**config.mk**
```make
export PLATFORM = sky130hd
export DESIGN_NAME = mux_8x1_rr_arbiter
export DESIGN_NICKNAME = d
export VERILOG_FILES = /design/src/rtl/mux_8x1_rr_arbiter.sv
export SDC_FILE = /design/constraint.sdc
export NUM_CORES = 1
export LEC_CHECK = 0
export BUFFER_PORTS_ARGS = -buffer_cell sky130_fd_sc_hd__buf_2
export CORE_ASPECT_RATIO = 1.4
export CORE_MARGIN = 2
export CORE_UTILIZATION = 45
export CTS_BUF_LIST = sky130_fd_sc_hd__clkbuf_4 sky130_fd_sc_hd__clkbuf_8
export CTS_CLUSTER_SIZE = 14
export DETAILED_ROUTE_END_ITERATION = 16
export GPL_TIMING_DRIVEN = 0
export PLACE_DENSITY = 0.91
export SLEW_MARGIN = 40
export SYNTH_ARGS = -nofsm -noshare
export SYNTH_HDL_FRONTEND = slang
export SYNTH_SLANG_ARGS = --single-unit
```
**constraint.sdc**
```tcl
create_clock -name clk -period 9.7 [get_ports clk]
set_input_delay 0.97 -clock clk [delete_from_list [all_inputs] [get_ports clk]]
set_output_delay 0.97 -clock clk [all_outputs]
set_load 0.01 [all_outputs]
```
**src/rtl/mux_8x1_rr_arbiter.sv**
```systemverilog
// rtl/mux_8x1_rr_arbiter.sv - round-robin 8:1 W-bit mux arbiter with burst limit and valid/ready output
// Optional macro MUX_ARB_FIXED_PRIO_EN: fixed priority (i0 highest) instead of round-robin.
module mux_8x1_rr_arbiter #(
    parameter int W         = 16,
    parameter int MAX_BURST = 4
) (
    input  logic         clk,
    input  logic         rst_n,
    input  logic [7:0]   req,
    input  logic [W-1:0] i7,
    input  logic [W-1:0] i6,
    input  logic [W-1:0] i5,
    input  logic [W-1:0] i4,
    input  logic [W-1:0] i3,
    input  logic [W-1:0] i2,
    input  logic [W-1:0] i1,
    input  logic [W-1:0] i0,
    input  logic         out_ready,
    output logic [7:0]   grant,
    output logic [2:0]   s,
    output logic         out_valid,
    output logic [W-1:0] out,
    output logic         busy
);
    localparam int            CW        = $clog2(MAX_BURST + 1);
    localparam logic [CW-1:0] LAST_BEAT = CW'(MAX_BURST - 1);

    typedef enum logic {IDLE, GRANT} state_t;

    state_t        state;
    logic [CW-1:0] beats;
    logic [W-1:0]  data [8];
    logic [2:0]    winner;
    logic          transfer;

    always_comb begin
        data[0] = i0;
        data[1] = i1;
        data[2] = i2;
        data[3] = i3;
        data[4] = i4;
        data[5] = i5;
        data[6] = i6;
        data[7] = i7;
    end

    assign out_valid = busy && req[s];
    assign out       = out_valid ? data[s] : '0;
    assign transfer  = out_valid && out_ready;

`ifdef MUX_ARB_FIXED_PRIO_EN
    always_comb begin
        winner = 3'd0;
        for (int k = 7; k >= 0; k--) begin
            if (req[k]) winner = 3'(k);
        end
    end
`else
    logic [2:0] last;
    logic [2:0] idx;
    logic       found;

    // Search starts just above the previous winner; k=8 wraps back onto last itself.
    always_comb begin
        winner = 3'd0;
        idx    = 3'd0;
        found  = 1'b0;
        for (int k = 1; k <= 8; k++) begin
            idx = last + 3'(k);
            if (!found && req[idx]) begin
                winner = idx;
                found  = 1'b1;
            end
        end
    end
`endif

    always_ff @(posedge clk or negedge rst_n) begin
        if (!rst_n) begin
            state <= IDLE;
            grant <= '0;
            s     <= '0;
            busy  <= 1'b0;
            beats <= '0;
`ifndef MUX_ARB_FIXED_PRIO_EN
            last  <= 3'd7;
`endif
        end else begin
            case (state)
                IDLE: begin
                    if (|req) begin
                        s     <= winner;
                        grant <= 8'(1) << winner;
                        beats <= '0;
                        busy  <= 1'b1;
                        state <= GRANT;
                    end
                end
                GRANT: begin
                    if (!req[s] || (transfer && beats == LAST_BEAT)) begin
                        grant <= '0;
                        busy  <= 1'b0;
                        state <= IDLE;
`ifndef MUX_ARB_FIXED_PRIO_EN
                        last  <= s;
`endif
                    end else if (transfer) begin
                        beats <= beats + CW'(1);
                    end
                end
                default: state <= IDLE;
            endcase
        end
    end
endmodule

```
; Word level (Yosys, flattened, before mapping)
; Cells that the tools add are included.
[totals]
reg_bits = 19
latchBits = 0
mem_bits_rw = 0
romBits = 0
out_inout_bits = 29
elab_cells = 106
memories = 0
[classes]
addsub = 8
mul = 0
div = 0
order_cmp = 10
eq_ne = 5
shift = 1
mux = 50
bitwise = 2
reduce_logical = 24
[op_table]
columns = op, n
row1 = binary-select mux 16 bit (select 3 bit), 1
row2 = two-way mux 16 bit, 3
row3 = less-than comparator 3 x 4 -> 1 bit (second input constant), 9
row4 = two-way mux 3 bit, 11
row5 = binary-select mux 1 bit (select 3 bit), 9
row6 = two-way mux 1 bit, 20
row7 = two-way mux 8 bit, 2
row8 = one-hot mux 8 bit (2 select lines), 1
row9 = adder 3 bit (second input constant), 4
row10 = logical AND 1 bit, 10
row11 = zero test 1 bit, 8
row12 = OR reduction 8 bit, 1
row13 = << shifter 1 x 3 -> 8 bit (first input constant), 1
row14 = adder 3 x 1 -> 3 bit (second input constant), 2
row15 = adder 3 x 2 -> 3 bit (second input constant), 2
row16 = one-hot mux 3 bit (2 select lines), 1
row17 = AND reduction 2 bit, 3
row18 = greater-or-equal comparator 4 bit (second input constant), 1
row19 = != test 2 x 1 -> 1 bit (second input constant), 2
row20 = != test 2 bit (second input constant), 2
row21 = inverter 3 -> 4 bit, 1
row22 = one-hot mux 1 bit (2 select lines), 2
row23 = equality test 3 x 2 -> 1 bit (second input constant), 1
row24 = AND reduction 3 bit, 1
row25 = 2 further kinds, 2

; Depth between registers and ports, before layout
[depth]
word_depth = 28
ltp_mapped = 13

; Worst setup path after synthesis
; Ideal clock, no wire load.
[synth_path]
path_type = register to register
startpoint = register last[0]
endpoint = register grant[0]
setup_ns = 0.122
arrival_ns = 3.307
setup_slack_ns = 6.271
path_stages_with_launch = 14
cell_sequence = dfstp_2 buf_6 buf_2 inv_1 ha_1 clkbuf_1 inv_1 mux4_2 o32a_1 o221ai_1 a221oi_1 o22a_1 buf_2 a32o_1
[synth_via]
elab_chain_len = 28
[synth_rtl]
columns = item, line
row1 = from (decl), 59  ; logic [2:0] last;
row2 = from (signal assigned), 105  ; last <= s;
row3 = adder 3 x 1 -> 3 bit, 69  ; idx = last + 3'(k);
row4 = binary-select mux 1 bit (select 3 bit), 70  ; if (!found && req[idx]) begin
row5 = two-way mux 1 bit (not written as such), 70
row6 = two-way mux 1 bit, 70
row7 = zero test 1 bit, 70
row8 = logical AND 1 bit, 70
row9 = two-way mux 1 bit, 70
row10 = zero test 1 bit, 70
row11 = [12 not listed], --
row12 = logical AND 1 bit, 70
row13 = two-way mux 1 bit, 70
row14 = zero test 1 bit, 70
row15 = logical AND 1 bit, 70
row16 = two-way mux 3 bit *, 70
row17 = << shifter 1 x 3 -> 8 bit *, 93  ; grant <= 8'(1) << winner;
row18 = two-way mux 8 bit *, 91  ; if (|req) begin
row19 = one-hot mux 8 bit (2 select lines) *, 89  ; case (state)
row20 = to (signal assigned), 93
row21 = to (decl), 19  ; output logic [7:0] grant,
; Mark *: on every way between the ends. The rest lies on a longest branch, timed or not. The select of a mux whose other input is x is not followed.
; A chain may end at the register's enable or synchronous reset.

; Final worst setup path
[layout_path]
startpoint = register s[1]
endpoint = output out[13]
[layout_via]
elab_chain_len = 5
[layout_rtl]
columns = item, line
row1 = from (decl), 20  ; output logic [2:0] s,
row2 = from (signal assigned), 92  ; s <= winner;
row3 = inverter 3 -> 4 bit (not written as such), 48  ; assign out = out_valid ? data[s] : '0;
row4 = binary-select mux 16 bit (select 3 bit), 48
row5 = two-way mux 16 bit (not written as such) (2 in a row), 48
row6 = two-way mux 16 bit *, 48
row7 = to (decl), 22  ; output logic [W-1:0] out,
; Marks and branches as above.

==> out/results.ini <==
[worst_setup_path]
worst_ep_arrival_time_ns = 3.27
slowest_delay_ns = 0.59
criticalPathCategory = flip-flop to primary output
cp_cell_sequence = buf_1 > mux4_2 > mux2i_1 > nand2b_1 > clkbuf_1 > clkbuf_1 > nor2_1 > buf_2
start_kind = flip-flop
cp-end-kind = primary output
crit_top_cell = clkbuf_1
critPathSlowestCell = mux4_2
required_ns = 8.73
cp_max_fo = 10

[power_and_ir_drop]
leakage_nw = 1.80
cell_internal_pwr_w = 0.000671
clkPwrFrac_pct = 4.1
swShare_pct = 50.1
seqPwrFrac_pct = 10.6
switchingPower_w = 0.000674
power.total_w = 0.00134
powerDensity_mw_per_mm2 = 357
comb_power_share_pct = 85.3
ir_drop_uv = 167

[logic_synthesis]
synth-seq-area-share_pct = 17.2
synth_area_leader_cell = mux4_2
synth_nets = 388
postSynthCellCount = 245
synthFlopType = dfrtp_1
synth_top_area_share_pct = 35.5
synth.area.top_cells = mux4_2 35%, dfrtp_1 14%, mux2i_1 10%, dfstp_2 2.8%, mux4_1 2.8%
ys_seq_elements = 19
async_flop_share_pct = 100
syn_area_per_cell_um2 = 11.4
syn-cell-area_mm2 = 0.00279
synth_edf_count = 0
synth_warnings = 0
synth_cell_type_count = 48

[cts]
path_clk_slew_ns = 0.07
tritoncts = done
cts_root_buffer = clkbuf_8
cts_buffers = 3
ctsResizeCount = 0
h-tree-depth = 1
postCtsSetupBuffers = 0
cts.path.max_buffers = 2
hold_buffers = 0
clk_latency_ns = 0.26
numClockSinks = 19

[grt]
grtUsageMet3_pct = 3.84
antenna_found_initial = 0
grt-busiest-layer = met2
grt.total_usage_pct = 28.9
grt_max_degree = 20
grt_pass1_wl_mm = 15.4
grt_pass1_vias = 3135
met1_usage_pct = 32.8
overflow = 0
grt_use_met2_pct = 53.6

[timing]
finalSetupViolCount = 0
setup_tns_ns = 0
max_freq_mhz = 236
slew_viol_final = 0
worst_pin_slew_ns = 0.784
fin_crit_sh_pct = 43.7
fin_crit_ns = 4.24
maxSlewHeadroom_pct = 47.8
hold_viol_final = 0
rsz0062_at_grt = false
finClkSkew_ns = 0.00393

[route]
dr.pass1.iters = 8
wl_mm = 10.0
drtIter0Drc = 206
wl_per_cell_um = 20.6
vias_per_cell = 6.17
num_vias = 3001
detail-route-antenna-nets = 0
drc = 0

[final_layout]
final_util_pct = 63.3
antenna_cells = 0
final-instance-count-excl-fill = 486
final_cell_mix = 171 x buf_2, 44 x mux4_2, 28 x mux2i_1
areaGrowthSynthToFinish_pct = 34.8
drive_above_1_share_pct = 57.5
final_common_cell = buf_2
final_nets = 560

[die]
start_util_pct = 46.9
num_io_pins = 168
rows = 33
die_h_um = 97.2
die_x_um = 70.6
dieArea_mm2 = 0.00686
coreArea_mm2 = 0.00595

[placement]
finalWeightedCongestion = 0.960
port-buffer-count = 167
dp_hpwl_mm = 8.52
dp_cells = 482

[status]
status = finished, final reports clean

[flow_run]
cap_violations = 0

[hold_path]
hold_path.class = flip-flop to flip-flop

## metrics by stage
step                setup WS (ns)  area (um2)  hold slack [ns]
CTS                          5.53        3760            0.500
global placement             5.68        3710            0.473
global route                 5.37        3760            0.529
floorplan                    6.27        2790            0.490
finish                       5.46        3760            0.494
detailed placement           5.61        3720            0.483
## cell families (layout without fill, tap and decap cells)
| logic type | count (synthesis) | after routing | synth area share (%) |
|---|---|---|---|
| xor gates and xnor gates | 3 | 3 | 0.941 |
| adders and majority gates | 4 | 4 | 1.79 |
| muxes | 84 | 84 | 52.1 |
| AOI/OAI and AO/OA | 47 | 47 | 13.9 |
| buffers and inverters | 32 | 203 | 4.84 |
| and+or+nand+nor | 56 | 56 | 9.28 |
| DFF | 19 | 19 | 17.2 |
## final timing paths
kind / end / startpoint / slack [ns] / cells after the start
min in group asynchronous: grant[2] / rst_n / 0.64 / 1
max in group asynchronous: last[2] / rst_n / 8.72 / 1
hold / removal: grant[2] / grant[2] / 0.49 / 1
hold reg to reg: grant[2] / grant[2] / 0.49 / 1
setup / recovery: out[13] / s[1] / 5.46 / 8
setup reg to reg: grant[0] / last[0] / 5.78 / 13
## power by group through the flow
stage               clock (W)  combinational, W  sequential [W]
detailed placement          0           0.00113        0.000143
floorplan                   0          0.000846        0.000141
finish              0.0000558           0.00115        0.000142
global route        0.0000614           0.00123        0.000144
global placement            0           0.00111        0.000142
CTS                 0.0000573           0.00114        0.000141
## cells in the mapped netlist, types with 3 or more instances
| master | n |
|---|---|
| mux2_2 | 7 |
| clkbuf_1 | 9 |
| o31ai_1 | 4 |
| o21ai_0 | 3 |
| dfstp_2 | 3 |
| buf_2 | 3 |
| nand2_1 | 15 |
| nor2_1 | 20 |
| nand2b_1 | 8 |
| buf_1 | 7 |
| mux2i_1 | 28 |
| nor2b_1 | 5 |
| inv_1 | 11 |
| a32o_1 | 4 |
| ha_1 | 4 |
| dfrtp_1 | 16 |
| nand3_1 | 3 |
| a211oi_1 | 3 |
| mux4_2 | 44 |
| a211o_1 | 3 |
| mux4_1 | 3 |
| a21oi_1 | 10 |
## critical path: cells and delay by family (launching register included)
| family | cells | cell delay [ns] |
|---|---|---|
| buffers and inverters | 4 | 1.54 |
| multiplexers | 2 | 0.80 |
| flip-flops | 1 | 0.36 |
| AND/OR/NAND/NOR | 2 | 0.30 |
## metal layers
layer	vias to the layer above	routed length, um
met4	0	384
li1	1335	-
met2	180	5360
met1	1455	3450
met5	-	0
met3	31	810
## flip-flops by register name (all words and copies together) (netlist names)
signal and flops:
grant 8, beats 3, last 3, state 1, s 3, busy 1
## layout make-up
class,count,area (um2)
Clock inverter,1,5.00
Inverter,11,41.3
Clock buffer,3,41.3
Buffer,21,96.3
Timing Repair Buffer,167,836
Fill cell,518,2180
Multi-Input combinational cell,194,2180
Sequential cell,19,479
Tap cell,70,87.6
(Power assumes the default switching activity.)
